File: src/rtl/voice_allocator.sv
// Voice allocator: binds note-on/note-off requests to wavegen voices.
// A sequential scan picks the retrigger, free or oldest voice; retrigger and steal insert a one-cycle gate gap.
module voice_allocator #(
    parameter int NUM_VOICES = 4,
    parameter int INCR_WIDTH = 8,
    parameter int KEY_WIDTH  = 7
) (
    input  logic                             Clock,
    input  logic                             Reset,
    input  logic                             ReqValid,
    output logic                             ReqReady,
    input  logic                             ReqOn,
    input  logic [KEY_WIDTH-1:0]             ReqKey,
    input  logic [INCR_WIDTH-1:0]            ReqIncr,
    output logic [NUM_VOICES-1:0]            VoiceGate,
    output logic [NUM_VOICES*INCR_WIDTH-1:0] VoiceIncr,
    output logic [NUM_VOICES*KEY_WIDTH-1:0]  VoiceKey,
    output logic                             StealPulse,
    output logic                             MissPulse
);

    // state | meaning
    // IDLE  | ready, waiting for a request
    // SCAN  | examine one voice per cycle
    // APPLY | write the chosen voice (or report a miss)
    // GAP   | re-raise the gate after a retrigger or steal

    localparam int IDX_W = $clog2(NUM_VOICES);
    localparam logic [IDX_W-1:0] LAST_IDX = IDX_W'(NUM_VOICES - 1);

    typedef enum logic [1:0] {IDLE, SCAN, APPLY, GAP} state_t;

    state_t state, state_nxt;

    logic [NUM_VOICES-1:0]                 voice_gate;
    logic [NUM_VOICES-1:0][INCR_WIDTH-1:0] voice_incr;
    logic [NUM_VOICES-1:0][KEY_WIDTH-1:0]  voice_key;
    logic [NUM_VOICES-1:0][7:0]            voice_age;

    logic                  req_on;
    logic [KEY_WIDTH-1:0]  req_key;
    logic [INCR_WIDTH-1:0] req_incr;

    logic [IDX_W-1:0] scan_idx;
    logic             match_found, free_found, old_found;
    logic [IDX_W-1:0] match_idx, free_idx, old_idx;
    logic [7:0]       old_age;

    logic             take_free;
    logic [IDX_W-1:0] tgt_idx;

    assign take_free = !match_found && free_found;
    assign tgt_idx   = match_found ? match_idx : (free_found ? free_idx : old_idx);

    assign VoiceGate = voice_gate;
    assign VoiceIncr = voice_incr;
    assign VoiceKey  = voice_key;

    always_ff @(posedge Clock) begin
        if (Reset) state <= IDLE;
        else       state <= state_nxt;
    end

    always_comb begin
        state_nxt  = state;
        ReqReady   = 1'b0;
        StealPulse = 1'b0;
        MissPulse  = 1'b0;
        case (state)
            IDLE: begin
                ReqReady = 1'b1;
                if (ReqValid) state_nxt = SCAN;
            end
            SCAN: begin
                if (scan_idx == LAST_IDX) state_nxt = APPLY;
            end
            APPLY: begin
                if (req_on) begin
                    StealPulse = !match_found && !free_found;
                    state_nxt  = take_free ? IDLE : GAP;
                end else begin
                    MissPulse = !match_found;
                    state_nxt = IDLE;
                end
            end
            GAP:     state_nxt = IDLE;
            default: state_nxt = IDLE;
        endcase
    end

    always_ff @(posedge Clock) begin
        if (Reset) begin
            voice_gate  <= '0;
            voice_incr  <= '0;
            voice_key   <= '0;
            voice_age   <= '0;
            req_on      <= 1'b0;
            req_key     <= '0;
            req_incr    <= '0;
            scan_idx    <= '0;
            match_found <= 1'b0;
            free_found  <= 1'b0;
            old_found   <= 1'b0;
            match_idx   <= '0;
            free_idx    <= '0;
            old_idx     <= '0;
            old_age     <= '0;
        end else begin
            case (state)
                IDLE: begin
                    if (ReqValid) begin
                        req_on      <= ReqOn;
                        req_key     <= ReqKey;
                        req_incr    <= ReqIncr;
                        scan_idx    <= '0;
                        match_found <= 1'b0;
                        free_found  <= 1'b0;
                        old_found   <= 1'b0;
                        old_age     <= '0;
                    end
                end
                SCAN: begin
                    scan_idx <= scan_idx + 1'b1;
                    if (voice_gate[scan_idx]) begin
                        if (!match_found && voice_key[scan_idx] == req_key) begin
                            match_found <= 1'b1;
                            match_idx   <= scan_idx;
                        end
                        // strict greater-than keeps the lowest index on equal ages
                        if (!old_found || voice_age[scan_idx] > old_age) begin
                            old_found <= 1'b1;
                            old_idx   <= scan_idx;
                            old_age   <= voice_age[scan_idx];
                        end
                    end else if (!free_found) begin
                        free_found <= 1'b1;
                        free_idx   <= scan_idx;
                    end
                end
                APPLY: begin
                    if (req_on) begin
                        for (int i = 0; i < NUM_VOICES; i++) begin
                            if (IDX_W'(i) == tgt_idx) begin
                                voice_gate[i] <= take_free;
                                voice_incr[i] <= req_incr;
                                voice_key[i]  <= req_key;
                                voice_age[i]  <= 8'd0;
                            end else if (voice_gate[i] && voice_age[i] != 8'hFF) begin
                                voice_age[i] <= voice_age[i] + 8'd1;
                            end
                        end
                    end else if (match_found) begin
                        voice_gate[match_idx] <= 1'b0;
                    end
                end
                GAP:     voice_gate[tgt_idx] <= 1'b1;
                default: ;
            endcase
        end
    end

endmodule

File: config.mk
export PLATFORM = sky130hd
export DESIGN_NAME = voice_allocator
export DESIGN_NICKNAME = d
export VERILOG_FILES = /design/src/rtl/voice_allocator.sv
export SDC_FILE = /design/constraint.sdc
export NUM_CORES = 1
export LEC_CHECK = 0
export CAP_MARGIN = 20
export CORE_ASPECT_RATIO = 0.8
export CORE_MARGIN = 4
export CORE_UTILIZATION = 56
export DETAILED_ROUTE_END_ITERATION = 7
export PLACE_DENSITY = 0.89
export SYNTH_ARGS = -nofsm -noshare
export SYNTH_HDL_FRONTEND = slang
export SYNTH_SLANG_ARGS = --single-unit
File: constraint.sdc
create_clock -name Clock -period 7.6 [get_ports Clock]
set_clock_uncertainty 0.1 [all_clocks]
set_input_delay 1.52 -clock Clock [delete_from_list [all_inputs] [get_ports Clock]]
set_output_delay 1.52 -clock Clock [all_outputs]
set_load 0.01 [all_outputs]
## Yosys cells after proc, flatten, opt, wreduce, memory -nomap -nowiden

Index checks and enable logic that the tools add are counted.

| word-level totals | value |
|---|---|
| output and inout port bits | 67 |
| register bits after elaboration | 133 |
| logic and storage cells | 161 |
| bits of input ports | 19 |

| cells by class | value |
|---|---|
| mux-type cells | 52 |
| bitwise operators | 5 |
| $lt $le $gt $ge | 6 |
| reductions and logical operators | 42 |
| add/sub/neg operators | 5 |
| eq/ne operators | 23 |

Operator list:

| kind | count |
|---|---|
| 8-bit 2-to-1 mux | 12 |
| 3-bit AND reduction | 16 |
| 8-bit by 1-bit adder with 8-bit output (second input constant) | 4 |
| 8-bit != test (second input constant) | 4 |
| 1-bit 2-to-1 mux | 18 |
| 8-bit binary-select mux with 2-bit select | 1 |
| 8-bit case mux with 2 select lines | 1 |
| 3-bit != test (second input constant) | 5 |
| 7-bit binary-select mux with 2-bit select | 1 |
| 2-bit 2-to-1 mux | 7 |
| 2-bit != test (second input constant) | 6 |
| 2-bit nonzero test | 6 |
| 1-bit logical AND | 9 |
| 2-bit by 3-bit < comparator with 1-bit output (second input constant) | 3 |
| 8-bit > comparator | 1 |
| 4-bit 2-to-1 mux | 2 |
| 2-bit case mux with 4 select lines | 1 |
| 4-bit case mux with 2 select lines | 1 |
| 4-bit AND reduction | 2 |
| 7-bit == test | 1 |
| 7-bit 2-to-1 mux | 1 |
| 2-bit == test (second input constant) | 3 |
| 1-bit case mux with 2 select lines | 3 |
| 2-bit AND reduction | 3 |
| 15 further kinds | 22 |

## Logic depth before layout (Yosys ltp)

Gate-level depths: netlist of the first run.

| logic depth | value |
|---|---|
| depth in word-level cells | 9 |
| gate-level depth with buffers | 12 |
| mapped depth without buffers | 9 |

## Least setup slack after synthesis of the first run

No wires, ideal clock.

| timing path | value |
|---|---|
| kind | register to register |
| start point | register scan_idx[1] |
| end point | register old_age[1] |
| required time | 7428 ps |
| clock period less this slack | 3011 ps |
| setup slack | 4589 ps |
| data arrival time | 2839 ps |
| cell stages (with the launch flop) | 12 |
| buffers on the path | 3 |
| setup time | 72 ps |
| cell sequence | dfxtp_1 buf_2 buf_2 mux4_2 ha_1 a21oi_1 nor2b_1 o21ai_0 nand3b_1 o21ai_0 buf_2 mux2i_1 |

| between the ends | value |
|---|---|
| longest elaborated chain between the ends | 6 |
| elaborated cells on any way between the ends | 12 |
| classes of those cells | 1 x order compare; 2 x eq/ne; 7 x mux; 2 x reduce/logical |

Ends and longest elaborated chain:

| what | RTL line | RTL |
|---|---|---|
| from (decl) | 44 | `logic [IDX_W-1:0] scan_idx;` |
| from (signal assigned) | 123 | `scan_idx <= scan_idx + 1'b1;` |
| 8-bit binary-select mux with 2-bit select | 130, 133 |  |
| 8-bit 2-to-1 mux (not written as such) | 130, 133 |  |
| 8-bit > comparator | 130 | `if (!old_found \|\| voice_age[scan_idx] > old_age) begin` |
| 1-bit logical OR | 130 |  |
| 2-bit != test (no line) | -- |  |
| 4-bit AND reduction (no line) | -- |  |
| to (signal assigned) | 133 | `old_age <= voice_age[scan_idx];` |
| to (decl) | 47 | `logic [7:0] old_age;` |

Parallel ways exist; a longest one is shown, timed or not. The select of a mux whose other input is x is not followed.
A chain may end at the register's enable or synchronous reset.

## Final worst setup path of the first run

| timing path | value |
|---|---|
| start point | register req_on |
| end point | output port StealPulse |

| between the ends | value |
|---|---|
| longest elaborated chain between the ends | 2 |

Ends and longest elaborated chain:

| what | RTL line | RTL |
|---|---|---|
| from (decl) | 40 | `logic req_on;` |
| from (signal assigned) | 112 | `req_on <= ReqOn;` |
| 1-bit 2-to-1 mux | 78 | `if (req_on) begin` |
| 1-bit 2-to-1 mux | 69 | `case (state)` |
| to (decl) | 18 | `output logic StealPulse,` |

No other way between the ends.

==> flow_summary.toml, run 1 <==
[run_status]
status = "finished clean"

[layout]
layout.cells.non_filler = 951
drive_gt1_share_pct = 6.535
fin_nets = 831
n_antenna_cell = 0
area_growth_pct = 25.20

[timing]
post-route-period-util_pct = 53.79
slew_headroom_pct = 27.45
finalHoldViolations = 0
finalSetupTns_ps = 0
fin_hold_ws_ps = 352.9
maxSlewViolCount = 0
worst_pin_slew_ps = 1085
period_minus_slack_ps = 4088
grt_setup_unrepaired = "no"
setup_violations = 0
fmax_mhz = 244.6

[synthesis]
ys_types = 49
synth-seq-cells = 133
syn_area_per_cell_um2 = 8.286
syn_inst = 731
synth_area_leaders = "dfxtp_1, nand2_1, a21oi_1"
yosysTopAreaCellShare_pct = 43.96
synth_edf_count = 0
yosys.area.top_type = "dfxtp_1"
netlist_top_cells_count = "nand2_1, dfxtp_1, a21oi_1"
synth_ff_type = "dfxtp_1"
yosysWarnings = 0
yosysMostFrequentCell = "nand2_1"
syn_nets = 763
synth_area_um2 = 6057
yosysSeqAreaShare_pct = 43.96
async_flop_share_pct = 0

[setup_path]
crit_type = "flop to primary output"
slowest_delay_ps = 610
endpoint_kind = "primary output"
crit_chain = "nand3b_1 -> nor3_1 -> clkdlybuf4s50_1"
arrival_ps = 2470
crit_fanout = 14
critPathLaunchType = "flop"
required_ps = 5980
critPathSlowestCell = "clkdlybuf4s50_1"

[cts]
cts.sinks = 133
post-cts-setup-buffer-count = 0
cts_resized = 0
numCtsBuffers = 17
cts_tree = "done"
clock_path_buffers = 2
cts_max_level = 4
cts_root_buffer = "clkbuf_16"
cts_hold_buf = 0
clkTransAtPathRegs_ps = 60
clk_latency_ps = 420

[pwr]
ir_worst_vdd_mv = 0.1611
p_per_area_nw_per_um2 = 213.4
power_uw = 1619
power.leakage_uw = 0.002619

[floorplan]
io_pins = 86
die_h_um = 101.0
fp.dieW_um = 124.3
initial_core_util_pct = 58.21
core-area_um2 = 10410
rows = 33
die_area_um2 = 12550

[grt]
grt_max_degree = 115
grt.total_usage_pct = 28.71
grt_pass1_wl_um = 28770
antenna_found_initial = 0
grt_pass1_vias = 5713
overflow = 0

[detailed_routing]
drt_iter0_drc = 656
wirelength_um = 18330
via_per_inst = 6.135
post_drt_wl_per_cell_um = 19.28
postRouteAntennaNets = 0
drt_first_pass_iters = 5
num_vias = 5834
drc = 0

[flow_run]
cap_violations = 0

[placed_design]
io_buffer_count = 85
dpl.cell_count = 918
place.gp.congestion = 0.9242
dpl.hpwl_um = 11760

[worst_hold_path]
holdCritPathClass = "flop to flop"
==> flip-flops by register name (all words and copies together), names as in the netlist, 4 cells and up <==
name / cells
old_age: 8
VoiceIncr: 32
voice_age: 32
req_incr: 8
VoiceKey: 28
VoiceGate: 4
req_key: 7
==> cell families after synthesis <==
kind of cell,count (synthesis),share of synthesized area [%]
AO/OA/AOI/OAI,139,12.64
XOR/XNOR,30,4.338
adder cells (fa/ha/maj),13,2.685
buffers and inverters,60,4.069
flip-flops,133,43.96
multiplexers,36,8.944
AND/OR/NAND/NOR,320,23.36
==> cells in the final DEF, fill, tap and decap left out, drive strengths merged, types with 2 or more instances in the layout <==
master,netlist,routed
nand2,189,189
dfxtp,133,133
a21oi,97,97
clkdlybuf4s50,0,84
nor2,42,42
mux2i,23,23
xor2,20,20
inv,18,19
clkbuf,31,19
nand3,18,18
o21ai,18,18
nor3,17,17
nand4,14,14
ha,13,13
mux4,13,13
xnor2,10,10
nand2b,9,9
o31ai,7,7
buf,11,7
nor2b,6,6
and3,6,6
a31oi,4,4
clkinvlp,0,4
clkinv,0,4
o21a,3,3
and4,3,3
and2,3,3
bufinv,0,3
nand3b,2,2
or4,2,2
a22oi,2,2
or3b,2,2
nor4,2,2
==> final timing paths <==
| kind | slack, ps | cells after the start | end | start |
|---|---|---|---|---|
| worst max-delay path | 3510 | 3 | StealPulse | req_on$_SDFFE_PP0P_ |
| worst min-delay path | 350 | 2 | VoiceIncr[14]$_SDFFE_PP0P_ | VoiceIncr[14]$_SDFFE_PP0P_ |
| worst max register to register | 4090 | 9 | old_age[4]$_SDFFE_PP0P_ | scan_idx[0]$_SDFFE_PP0P_ |
| worst min register to register | 350 | 2 | VoiceIncr[14]$_SDFFE_PP0P_ | VoiceIncr[14]$_SDFFE_PP0P_ |
==> area by class of cell <==
class	instances	area, um2
Clock buffer	19	452.9
Clock inverter	12	152.6
Fill cell	710	2821
Inverter	18	67.56
Multi-Input combinational cell	538	3159
Sequential cell	133	2663
Tap cell	140	175.2
Timing Repair Buffer	91	913.4
==> worst max-delay path, delay by kind of cell (launching register included) <==
kind	cells	cell delay (ps)
AND/OR/NAND/NOR	2	920
flip-flops	1	520
buffers and inverters	1	610
==> stage by stage <==
stage / setup WS (ps) / utilization, % / instance area (um2)
6_report: 3512 / 72.88 / 7584
5_1_grt: 3405 / 72.88 / 7584
4_1_cts: 3583 / 72.55 / 7548
3_5_place_dp: 3979 / 66.73 / 6943
3_3_place_gp: 4060 / 66.73 / 6943
2_1_floorplan: 4589 / - / 6057
==> power by group <==
| group | leakage, uW | switching, uW | internal, uW | total (uW) |
|---|---|---|---|---|
| clock network | 0.000287 | 311 | 530 | 841 |
| registers | 0.00107 | 14.7 | 704 | 719 |
| logic | 0.00126 | 34.3 | 24.2 | 58.5 |
==> per-layer routing <==
metal	GRT usage (%)	part of all wire (%)
met4	10.36	3.1
met5	0	0
met1	37.73	40
met3	7.627	10
met2	46.10	47
Note: power is estimated with default switching activity, not from simulation.
==> inputs of run 2 (changes only) <==
--- a/config.mk
+++ b/config.mk
@@ -8,9 +8,9 @@
 export CAP_MARGIN = 20
 export CORE_ASPECT_RATIO = 0.8
 export CORE_MARGIN = 4
-export CORE_UTILIZATION = 56
+export CORE_UTILIZATION = 55
 export DETAILED_ROUTE_END_ITERATION = 7
-export PLACE_DENSITY = 0.89
+export PLACE_DENSITY = 0.87
 export SYNTH_ARGS = -nofsm -noshare
 export SYNTH_HDL_FRONTEND = slang
 export SYNTH_SLANG_ARGS = --single-unit
==> constraint.sdc (replaced) <==
create_clock -name Clock -period 3.8 [get_ports Clock]
set_clock_uncertainty 0.1 [all_clocks]
set_input_delay 0.76 -clock Clock [delete_from_list [all_inputs] [get_ports Clock]]
set_output_delay 0.76 -clock Clock [all_outputs]
set_load 0.01 [all_outputs]
==> flow_summary.toml, run 2 (same netlist as run 1, synthesis figures left out) <==
[cts]
clk_latency_ps = 420
post-cts-setup-buffer-count = 0
numCtsBuffers = 17
cts_resized = 0
cts_hold_buf = 0
cts_root_buffer = "clkbuf_16"
clock_path_buffers = 2
cts_max_level = 4
cts_tree = "done"
clkTransAtPathRegs_ps = 60
cts.sinks = 133

[layout]
fin_nets = 840
final_common_cell = "nand2_1"
final_cell_mix = "nand2_1, dfxtp_1, a21oi_1"
n_antenna_cell = 0
layout.cells.non_filler = 961
drive_gt1_share_pct = 7.917
area_growth_pct = 25.55

[pwr]
p_per_area_nw_per_um2 = 415.0
p_int_uw = 2399
power.leakage_uw = 0.002644
pwr-share-clk_pct = 50.9
p_seq_share_pct = 45.5
power_uw = 3156
p_switching_uw = 757.1
pwr-share-comb_pct = 3.7
ir_worst_vdd_mv = 0.3239
switching_share_pct = 23.99

[timing]
worst_pin_slew_ps = 867.7
fin_hold_ws_ps = 353.6
setup_ws_ps = 757.5
setup_violations = 0
period_minus_slack_ps = 3043
post-route-period-util_pct = 80.07
maxSlewViolCount = 0
fmax_mhz = 328.7
finalSetupTns_ps = 0
slew_headroom_pct = 41.66
finalHoldViolations = 0
grt_setup_unrepaired = "no"

[detailed_routing]
wirelength_um = 18100
via_per_inst = 6.004
postRouteAntennaNets = 0
wl_met3_um = 2013
num_vias = 5770
top_layer_used = "met4"
drc = 0
wl_met1_um = 7329
post_drt_wl_per_cell_um = 18.83
drt_iter0_drc = 641
wl_met2_um = 8427
drt_first_pass_iters = 8

[setup_path]
reg2reg_to = "old_idx[0]$_SDFFE_PP0P_"
critPathSlowestCell = "clkdlybuf4s50_1"
crit_chain = "nand3b_1 -> buf_4 -> nor3_1 -> clkdlybuf4s50_1"
endpoint_kind = "primary output"
worstSetupStartpoint = "req_on$_SDFFE_PP0P_"
critPathLaunchType = "flop"
slowest_delay_ps = 610
crit_fanout = 14
reg2reg_depth = 11
arrival_ps = 2180
reg2reg_slack_ps = 820
crit_buf_inv = 2
r2r_start = "scan_idx[1]$_SDFFE_PP0P_"
cp_top_family = "buffers and inverters"
crit_type = "flop to primary output"
required_ps = 2940

[placed_design]
dpl.hpwl_um = 12290
place.gp.congestion = 0.9789
dpl.cell_count = 929
pre_cts_ws_ps = 849.7
io_buffer_count = 85

[floorplan]
io_pins = 86
die_h_um = 101.9
rows = 33
initial_core_util_pct = 57.75
core-area_um2 = 10490
die_area_um2 = 12770
fp.dieW_um = 125.3

[worst_hold_path]
min-delay-start = "VoiceIncr[1]$_SDFFE_PP0P_"
hold-path-cell-count = 2
holdCritPathClass = "flop to flop"
hold_end = "VoiceIncr[1]$_SDFFE_PP0P_"

[grt]
grt.total_usage_pct = 28.02
grt_max_degree = 76
grt_pass1_vias = 5642
overflow = 0
grt_pass1_wl_um = 28610
antenna_found_initial = 0

[run_status]
status = "finished clean"

[flow_run]
cap_violations = 0
==> run 2: changes by cell type in the layout (fill, tap and decap cells not counted), sizes merged <==
cell,before,now
bufinv,3,1
inv,19,23
clkinvlp,4,3
buf,7,16
==> run 2: layer usage <==
metal | up-vias | global-route usage [%]
met2 | 353 | 45.48
met5 | - | 0
met1 | 2724 | 36.78
met3 | 32 | 7.262
li1 | 2661 | -
met4 | 0 | 10.08
==> run 2: through the flow <==
| step | utilization [%] | cell area [um2] |
|---|---|---|
| 2_1_floorplan | - | 6057 |
| 3_3_place_gp | 67.02 | 7029 |
| 3_5_place_dp | 67.02 | 7029 |
| 4_1_cts | 72.51 | 7605 |
| 5_1_grt | 72.51 | 7605 |
| 6_report | 72.51 | 7605 |
==> run 2: power groups by stage <==
stage	Sequential, uW	Clock, uW	Combinational, uW
2_1_floorplan	1450	0	86.1
3_3_place_gp	1460	0	110
3_5_place_dp	1460	0	113
4_1_cts	1430	1610	115
5_1_grt	1440	1670	126
6_report	1430	1600	116
==> run 2: worst min-delay path, cell delays in order, from the launching register on <==
cell and delay [ps]:
dfxtp_1 310, nand2_1 50, a21oi_1 50
==> run 2: cell type report <==
type,instances,area (um2)
inverters,18,67.56
repair buffers,100,960.9
multi-input cells,538,3163
clock inverters,13,122.6
well taps,140,175.2
flip-flops and latches,133,2663
clock buffers,19,452.9
fillers,790,2883
==> run 2: how the worst max path moves through the flow <==
stage	cells after the start	endpoint	slack, ps
6_report	4	StealPulse	760
5_1_grt	4	StealPulse	670
4_1_cts	4	StealPulse	760
3_5_place_dp	11	old_idx[0]$_SDFFE_PP0P_	850
3_3_place_gp	11	old_idx[0]$_SDFFE_PP0P_	1050
2_1_floorplan	11	old_age[1]$_SDFFE_PP0P_	790
==> inputs of run 3 (changes only) <==
--- a/config.mk
+++ b/config.mk
@@ -8,9 +8,9 @@
 export CAP_MARGIN = 20
 export CORE_ASPECT_RATIO = 0.8
 export CORE_MARGIN = 4
-export CORE_UTILIZATION = 55
+export CORE_UTILIZATION = 49
 export DETAILED_ROUTE_END_ITERATION = 7
-export PLACE_DENSITY = 0.87
+export PLACE_DENSITY = 0.83
 export SYNTH_ARGS = -nofsm -noshare
 export SYNTH_HDL_FRONTEND = slang
 export SYNTH_SLANG_ARGS = --single-unit
==> constraint.sdc (replaced) <==
create_clock -name Clock -period 2.57 [get_ports Clock]
set_clock_uncertainty 0.1 [all_clocks]
set_input_delay 0.514 -clock Clock [delete_from_list [all_inputs] [get_ports Clock]]
set_output_delay 0.514 -clock Clock [all_outputs]
set_load 0.01 [all_outputs]
==> flow_summary.toml, run 3 (same netlist as run 1, synthesis figures left out) <==
[layout]
seqCellArea_um2 = 2670
fin_nets = 856
final_cell_mix = "nand2_1, dfxtp_1, a21oi_1"
drive_gt1_share_pct = 10.51
n_antenna_cell = 0
multiInputGateArea_um2 = 3186
fillers = 895
final_common_cell = "nand2_1"
area_growth_pct = 30.06

[detailed_routing]
drc = 0
post_drt_wl_per_cell_um = 18.17
postRouteAntennaNets = 0
wirelength_um = 17970
via_per_inst = 5.808
drt_first_pass_iters = 5
num_vias = 5744
drt_iter0_drc = 693

[placed_design]
pre_cts_ws_ps = 104.7
place.gp.congestion = 0.9144
io_buffer_count = 85
dpl.hpwl_um = 12060

[timing]
period_minus_slack_ps = 2561
setup_violations = 0
maxSlewViolCount = 0
setup_ws_ps = 8.907
worst_pin_slew_ps = 581.2
fin_hold_ws_ps = 353.5
finalSetupTns_ps = 0
finalHoldViolations = 0
fmax_mhz = 390.5
post-route-period-util_pct = 99.65
slew_headroom_pct = 60.64

[pwr]
pwr-share-clk_pct = 53.3
p_switching_uw = 1141
p_int_uw = 3815
p_per_area_nw_per_um2 = 629.1
pwr-share-comb_pct = 3.9
switching_share_pct = 23.02
ir_worst_vdd_mv = 0.5465
power.leakage_uw = 0.002784
p_seq_share_pct = 42.8

[grt]
overflow = 0
grt_pass1_vias = 5599
grt_pass1_wl_um = 28770
grt_max_degree = 51
antenna_found_initial = 0
grt.total_usage_pct = 25.58

[setup_path]
endpoint_kind = "flop"
crit_type = "flop to flop"
worstSetupStartpoint = "voice_age[9]$_SDFFE_PP0P_"
reg2reg_slack_ps = 9
crit_fanout = 6
arrival_ps = 2800
critPathLaunchType = "flop"
required_ps = 2810
crit_end = "old_idx[0]$_SDFFE_PP0P_"
reg2reg_depth = 9
reg2reg_to = "old_idx[0]$_SDFFE_PP0P_"
r2r_start = "voice_age[9]$_SDFFE_PP0P_"

[floorplan]
io_pins = 86
die_h_um = 107.4
fp.dieW_um = 132.3
initial_core_util_pct = 49.99
rows = 36
die_area_um2 = 14220
core-area_um2 = 12120

[cts]
cts_root_buffer = "clkbuf_16"
cts_tree = "done"
numCtsBuffers = 17
cts_max_level = 4
cts.sinks = 133
clock_path_buffers = 2
clk_latency_ps = 420
clkTransAtPathRegs_ps = 70

[run_status]
status = "finished clean"

[flow_run]
cap_violations = 0

[worst_hold_path]
hold-path-cell-count = 2
holdCritPathClass = "flop to flop"
## run 3: cell types whose count changed in the layout (fill, tap and decap cells not counted), sizes merged
cell,delta
bufinv,+3
inv,+2
clkinv,-2
clkbuf,-1
clkinvlp,-1
buf,+15
## run 3: power by group through the flow
stage	logic, uW	registers [uW]	clock network, uW
final	192	2120	2640
after global routing	207	2120	2760
after CTS	189	2120	2650
after detailed placement	186	2160	0
after global placement	185	2160	0
after floorplan	129	2140	0
## run 3: critical path, stage by stage, from the launching register on
cell and delay, ps:
dfxtp_1 390, mux4_2 520, ha_1 310, nor2b_1 140, o21a_1 150, o21ai_0 180
a21oi_1 140, o21ai_4 200, clkbuf_16 180, mux2i_1 170
## run 3: stage by stage
step | power (uW) | cells | utilization, % | instance area [um2]
finish | 4956 | 989 | 65.01 | 7878
global route | 5088 | 989 | 65.01 | 7878
CTS | 4962 | 986 | 64.51 | 7816
detailed placement | 2349 | 954 | 59.12 | 7163
global placement | 2348 | 953 | 59.03 | 7152
floorplan | 2271 | 731 | - | 6082
## run 3: final cells by class
type,instances,area share (%)
Inverter,18,0.8577
Multi-Input combinational cell,538,40.44
Sequential cell,133,33.89
Tap cell,152,2.414
Clock buffer,17,5.400
Timing Repair Buffer,116,14.25
Clock inverter,15,2.748
## run 3: timing repair
action,in CTS,in global routing
resized for setup,2,7
cloned,0,1
hold buffers,0,0
endpoints found under the setup margin,2,12
pin swaps,0,2
buffers inserted,0,1
## run 3: layer usage
metal	vias up	wire length, um	track usage (%)
met2	330	8112	38.25
met5	-	0	0
met3	37	1945	8.224
met1	2681	7473	34.35
li1	2696	-	-
met4	0	440	10.61
## run 3: worst min-delay path by stage
stage                               from                        end  slack (ps)
2_1_floorplan    old_age[1]$_SDFFE_PP0P_    old_age[1]$_SDFFE_PP0P_         340
3_3_place_gp   VoiceIncr[0]$_SDFFE_PP0P_  VoiceIncr[0]$_SDFFE_PP0P_         340
3_5_place_dp   VoiceIncr[6]$_SDFFE_PP0P_  VoiceIncr[6]$_SDFFE_PP0P_         350
4_1_cts        VoiceIncr[6]$_SDFFE_PP0P_  VoiceIncr[6]$_SDFFE_PP0P_         360
5_1_grt        VoiceIncr[6]$_SDFFE_PP0P_  VoiceIncr[6]$_SDFFE_PP0P_         380
6_report       VoiceIncr[6]$_SDFFE_PP0P_  VoiceIncr[6]$_SDFFE_PP0P_         350
